$ cat src/rtl/fifo_reader.sv
// fifo_reader: read-side controller for an 8-bit FIFO with one-cycle read latency.
// Issues single-cycle fifo_rd strobes and captures fifo_dout the following cycle
// into a 2-entry skid buffer. Bytes are then presented on a valid/ready stream.
// Because the buffer reserves room for the in-flight byte before each read,
// back-pressure never drops or duplicates data.
//
// Optional feature: define FIFO_READER_STATS_EN to build a 16-bit delivered-byte
// counter on byte_cnt. The counter increments on every pop and wraps. When the
// macro is undefined, byte_cnt is tied to zero and no register is built.
module fifo_reader #(
    parameter int DW = 8
) (
    input  logic          clk,
    input  logic          rst,
    input  logic          en,
    input  logic          fifo_empty,
    input  logic [DW-1:0] fifo_dout,
    output logic          fifo_rd,
    output logic          out_valid,
    output logic [DW-1:0] out_data,
    input  logic          out_ready,
    output logic          busy,
    output logic [15:0]   byte_cnt
);

    typedef enum logic [1:0] {
        ST_IDLE  = 2'd0,
        ST_RUN   = 2'd1,
        ST_DRAIN = 2'd2
    } state_t;

    state_t        r_state;
    logic          r_busy;
    logic [1:0]    r_count;
    logic          r_inflight;
    logic          r_rd_ptr;
    logic          r_wr_ptr;
    logic [DW-1:0] r_mem [2];

    logic          w_pop;
    logic          w_push;
    logic [1:0]    w_level;

    // Stream side: the head of the skid buffer is always the presented byte.
    // Pushes only ever write the tail, so the head stays stable under back-pressure.
    assign out_valid = (r_count != 2'd0);
    assign out_data  = r_mem[r_rd_ptr];
    assign busy      = r_busy;

    assign w_pop  = out_valid && out_ready;
    assign w_push = r_inflight;

    // Occupancy after this cycle's pop, counting the byte already requested.
    // count + inflight never exceeds 2, so 2-bit arithmetic cannot wrap.
    assign w_level = r_count + {1'b0, r_inflight} - {1'b0, w_pop};

    // A read is only issued when the returned byte is guaranteed a free slot.
    assign fifo_rd = (r_state == ST_RUN) && en && !fifo_empty && (w_level < 2'd2);

    // Run/drain control; busy is registered alongside the state.
    // NOTE: sequential state uses non-blocking assignments so every register
    // samples pre-edge values, independent of statement or block order.
    always_ff @(posedge clk) begin
        if (rst) begin
            r_state <= ST_IDLE;
            r_busy  <= 1'b0;
        end else begin
            // NOTE: the default arm keeps the case fully specified, so an
            // illegal encoding recovers to IDLE instead of holding an undefined value.
            case (r_state)
                ST_IDLE: begin
                    if (en) begin
                        r_state <= ST_RUN;
                        r_busy  <= 1'b1;
                    end
                end
                ST_RUN: begin
                    if (!en) begin
                        r_state <= ST_DRAIN;
                    end
                end
                ST_DRAIN: begin
                    if (en) begin
                        r_state <= ST_RUN;
                    end else if (!r_inflight && (r_count == 2'd0)) begin
                        r_state <= ST_IDLE;
                        r_busy  <= 1'b0;
                    end
                end
                default: begin
                    r_state <= ST_IDLE;
                    r_busy  <= 1'b0;
                end
            endcase
        end
    end

    // Track the read issued last cycle; its data arrives on fifo_dout now.
    always_ff @(posedge clk) begin
        if (rst) begin
            r_inflight <= 1'b0;
        end else begin
            r_inflight <= fifo_rd;
        end
    end

    // Skid buffer pointers and occupancy. A simultaneous push and pop leaves count unchanged.
    always_ff @(posedge clk) begin
        if (rst) begin
            r_rd_ptr <= 1'b0;
            r_wr_ptr <= 1'b0;
            r_count  <= 2'd0;
        end else begin
            if (w_push) begin
                r_wr_ptr <= ~r_wr_ptr;
            end
            if (w_pop) begin
                r_rd_ptr <= ~r_rd_ptr;
            end
            case ({w_push, w_pop})
                2'b10:   r_count <= r_count + 2'd1;
                2'b01:   r_count <= r_count - 2'd1;
                default: r_count <= r_count;
            endcase
        end
    end

    // Skid buffer storage: the captured FIFO byte is written into the tail entry.
    // NOTE: both entries are reset because out_data exposes the head directly
    // and must read as zero after reset; only two registers are involved.
    always_ff @(posedge clk) begin
        if (rst) begin
            r_mem[0] <= '0;
            r_mem[1] <= '0;
        end else if (w_push) begin
            r_mem[r_wr_ptr] <= fifo_dout;
        end
    end

`ifdef FIFO_READER_STATS_EN
    logic [15:0] r_byte_cnt;

    // Delivered-byte counter; wraps naturally at 16 bits and is cleared only by reset.
    always_ff @(posedge clk) begin
        if (rst) begin
            r_byte_cnt <= 16'd0;
        end else if (w_pop) begin
            r_byte_cnt <= r_byte_cnt + 16'd1;
        end
    end

    assign byte_cnt = r_byte_cnt;
`else
    assign byte_cnt = 16'd0;
`endif

endmodule

$ cat config.mk
export PLATFORM = sky130hd
export DESIGN_NAME = fifo_reader
export DESIGN_NICKNAME = d
export VERILOG_FILES = /design/src/rtl/fifo_reader.sv
export SDC_FILE = /design/constraint.sdc
export NUM_CORES = 1
export LEC_CHECK = 0
export ABC_AREA = 0
export CAP_MARGIN = 15
export CORE_ASPECT_RATIO = 0.5
export CORE_MARGIN = 4
export CORE_UTILIZATION = 45
export CTS_CLUSTER_DIAMETER = 60
export DETAILED_ROUTE_END_ITERATION = 10
export HOLD_SLACK_MARGIN = 0.12
export PLACE_DENSITY = 0.8
export RECOVER_POWER = 25
export SLEW_MARGIN = 20
export SYNTH_ARGS = -nofsm -noshare
export SYNTH_HDL_FRONTEND = slang
export SYNTH_SLANG_ARGS = --single-unit
$ cat constraint.sdc
create_clock -name clk -period 2.15 [get_ports clk]
set_input_delay 0.5375 -clock clk [delete_from_list [all_inputs] [get_ports clk]]
set_output_delay 0.5375 -clock clk [all_outputs]
set_load 0.02 [all_outputs]
==> results.toml <==
[synthesis]
async_reset_ff_share_pct = 0
synthXorXnorAreaFrac_pct = 1.385
synth_fa_ha_area_share_pct = 0
netlist_area_mm2 = 0.001265
yosysWarningCount = 0
synth_flop_cell = "edfxtp_1"
syn_area_per_cell_um2 = 12.05
yosysSeqAreaShare_pct = 52.23
synthMuxAreaShare_pct = 8.309
synth_simple_gate_area_share_pct = 16.12
postSynthCellCount = 105
synth-compound-area-share_pct = 10.09
synth_edf_count = 16
ys_ff_latch = 25
synth_top_family_by_area = "simple AND/OR/NAND/NOR gates"
synth_cell_types = 27

[route]
vias_per_cell = 4.583
avgRoutedWirePerCell_um = 11.41
drcViolationCount = 0
vias = 802
wl_mm = 1.996
first_iter_violations = 31
firstDrtPassIters = 4
detail-route-antenna-nets = 0

[clock_tree]
clockBufferDepth = 2
cts_setup_buffers = 0
clock_latency_ns = 0.27
path_clk_slew_ns = 0.09
cts_sinks = 25
cts_buffers = 3
h-tree-depth = 1
root_buffer = "clkbuf_8"
cts_tree = "done"

[critical_path]
endpoint_kind = "output port"
worstRegToRegCells = 4
cp.arrival_ns = 1.58
crit_path_max_fanout = 3
crit_type = "input port to output port"
crit_required_ns = 1.61
startpoint_type = "input port"

[sta]
setup_viol_count_final = 0
slew_viol_final = 0
finalCriticalPeriod_ns = 2.118
tns_ns = 0
grt_setup_unrepaired = "yes"
fin_crit_sh_pct = 98.53
finalWorstSetupSlack_ns = 0.03157
worst_clock_skew_ns = 0.001770
finalHoldViolCount = 0
max_freq_ghz = 0.4720

[pwr]
p_sw_mw = 0.2287
p_clk_share_pct = 30.1
p_total_mw = 0.9385
power_frac_comb_pct = 13.3
power_frac_seq_pct = 56.6
p_int_mw = 0.7098
cellLeakagePower_nw = 0.7078
peakVddDrop_v = 0.0003710
swShare_pct = 24.37
power.density_mw_per_mm2 = 590.1

[place]
post-place-ws_ns = -0.8519
dp_hpwl_mm = 1.493
dpl_cell_area_mm2 = 0.001538
place.gp.congestion = 0.7229
port_buffers = 23

[global_routing]
grtUsageTotal_pct = 11.35
grt_pass1_wl_mm = 3.277
grt_max_degree = 16
grt_pass1_vias = 750
grt-ovfl-total = 0
grt_antenna_before_repair = 0

[floorplanning]
initial_core_util_pct = 48.01
die_width_um = 82.98
ios = 40
die-area_mm2 = 0.003775
placementRows = 13
fp.dieH_um = 45.49
fp.coreArea_mm2 = 0.002635

[run_status]
status = "complete, no violations"

[finish]
nNetsFinal = 152
n_antenna_cell = 0
fin_area_mm2 = 0.001590
layout_common_cells = "16 x conb_1, 16 x edfxtp_1, 15 x and2_1"
area_delta_synth_final_pct = 25.72
n_fill_cell = 227
drive_gt1_share_pct = 21.01

[run]
cap_violations = 0

[worst_hold_path]
hold_depth = 1
hp-class = "register to register"
[final cells by class]
| cell class | instances | area, µm² | area share, % |
|---|---|---|---|
| timing repair buffer | 33 | 305.3 | 19.20 |
| clock buffer | 3 | 41.29 | 2.596 |
| tap | 37 | 46.29 | 2.911 |
| clock inverter | 1 | 7.507 | 0.4721 |
| inverter | 3 | 11.26 | 0.7081 |
| sequential | 25 | 664.4 | 41.78 |
| multi-input combinational | 73 | 514.2 | 32.34 |
[routing by layer]
metal,global-route usage [%],routed length (µm),vias to the layer above
met3,3.971,143,2
li1,-,-,397
met5,0,0,-
met1,13.55,886,375
met4,3.909,5,0
met2,19.75,961,28
[final timing paths]
path                                              start                      end  slack, ns
worst min-delay path            r_state[1]$_SDFFE_PP0P_  r_state[0]$_SDFFE_PP0P_       0.50
worst max-delay path                          out_ready                  fifo_rd       0.03
worst max register to register  r_count[0]$_SDFFE_PP0P_    r_inflight$_SDFF_PP0_       0.76
worst min register to register  r_state[1]$_SDFFE_PP0P_  r_state[0]$_SDFFE_PP0P_       0.50
[worst max-delay path, cell delays in order]
cell       delay [ns]
buf_2            0.12
nor2b_4          0.13
mux2_4           0.33
a2111oi_4        0.27
buf_4            0.19
[repair_timing]
| action | in CTS | in global routing |
|---|---|---|
| endpoints found under the hold margin | 0 | 0 |
| resized for setup | 11 | 6 |
| hold buffers | 0 | 0 |
| endpoints found under the setup margin | 9 | 7 |
| pin swaps | 1 | 1 |
[cell families (layout without fill, tap and decap cells)]
kind of cell / Yosys count / in the layout
xor gates and xnor gates: 2 / 2
DFF: 25 / 25
muxes: 9 / 9
buffers and inverters: 22 / 40
and+or+nand+nor: 33 / 33
other: 1 / 16
AOI/OAI and AO/OA: 13 / 13
[power groups by stage]
stage	combinational, mW	clock, mW	sequential [mW]
floorplan	0.0907	0	0.544
global placement	0.127	0	0.543
detailed placement	0.128	0	0.544
CTS	0.128	0.288	0.531
global route	0.135	0.315	0.533
finish	0.125	0.282	0.531
[synthesized netlist by cell type, types with 3 or more instances]
cell type	instances	share of area, %
nand2b_1	4	2.0
and2_1	16	7.9
inv_1	3	0.89
buf_4	17	10
dfxtp_1	9	14
mux2_2	8	7.1
o31ai_1	3	1.8
edfxtp_1	16	38
nor2_1	6	1.8
[state kept, by name, summed over array words and instances (netlist names), named ones only]
register / flops
busy: 1
r_count: 2
r_inflight: 1
r_mem: 16
r_rd_ptr: 1
r_state: 2
r_wr_ptr: 1
[stage by stage]
stage                     hold WS, ns  instances  utilization (%)
after CTS                      0.4922        175            60.07
after global routing           0.5251        175            60.35
after global placement         0.4579        171            58.36
after detailed placement       0.4707        171            58.36
after floorplan                0.4417        120                -
final                          0.4952        175            60.35
No activity file was read; power rests on OpenSTA's default activity.
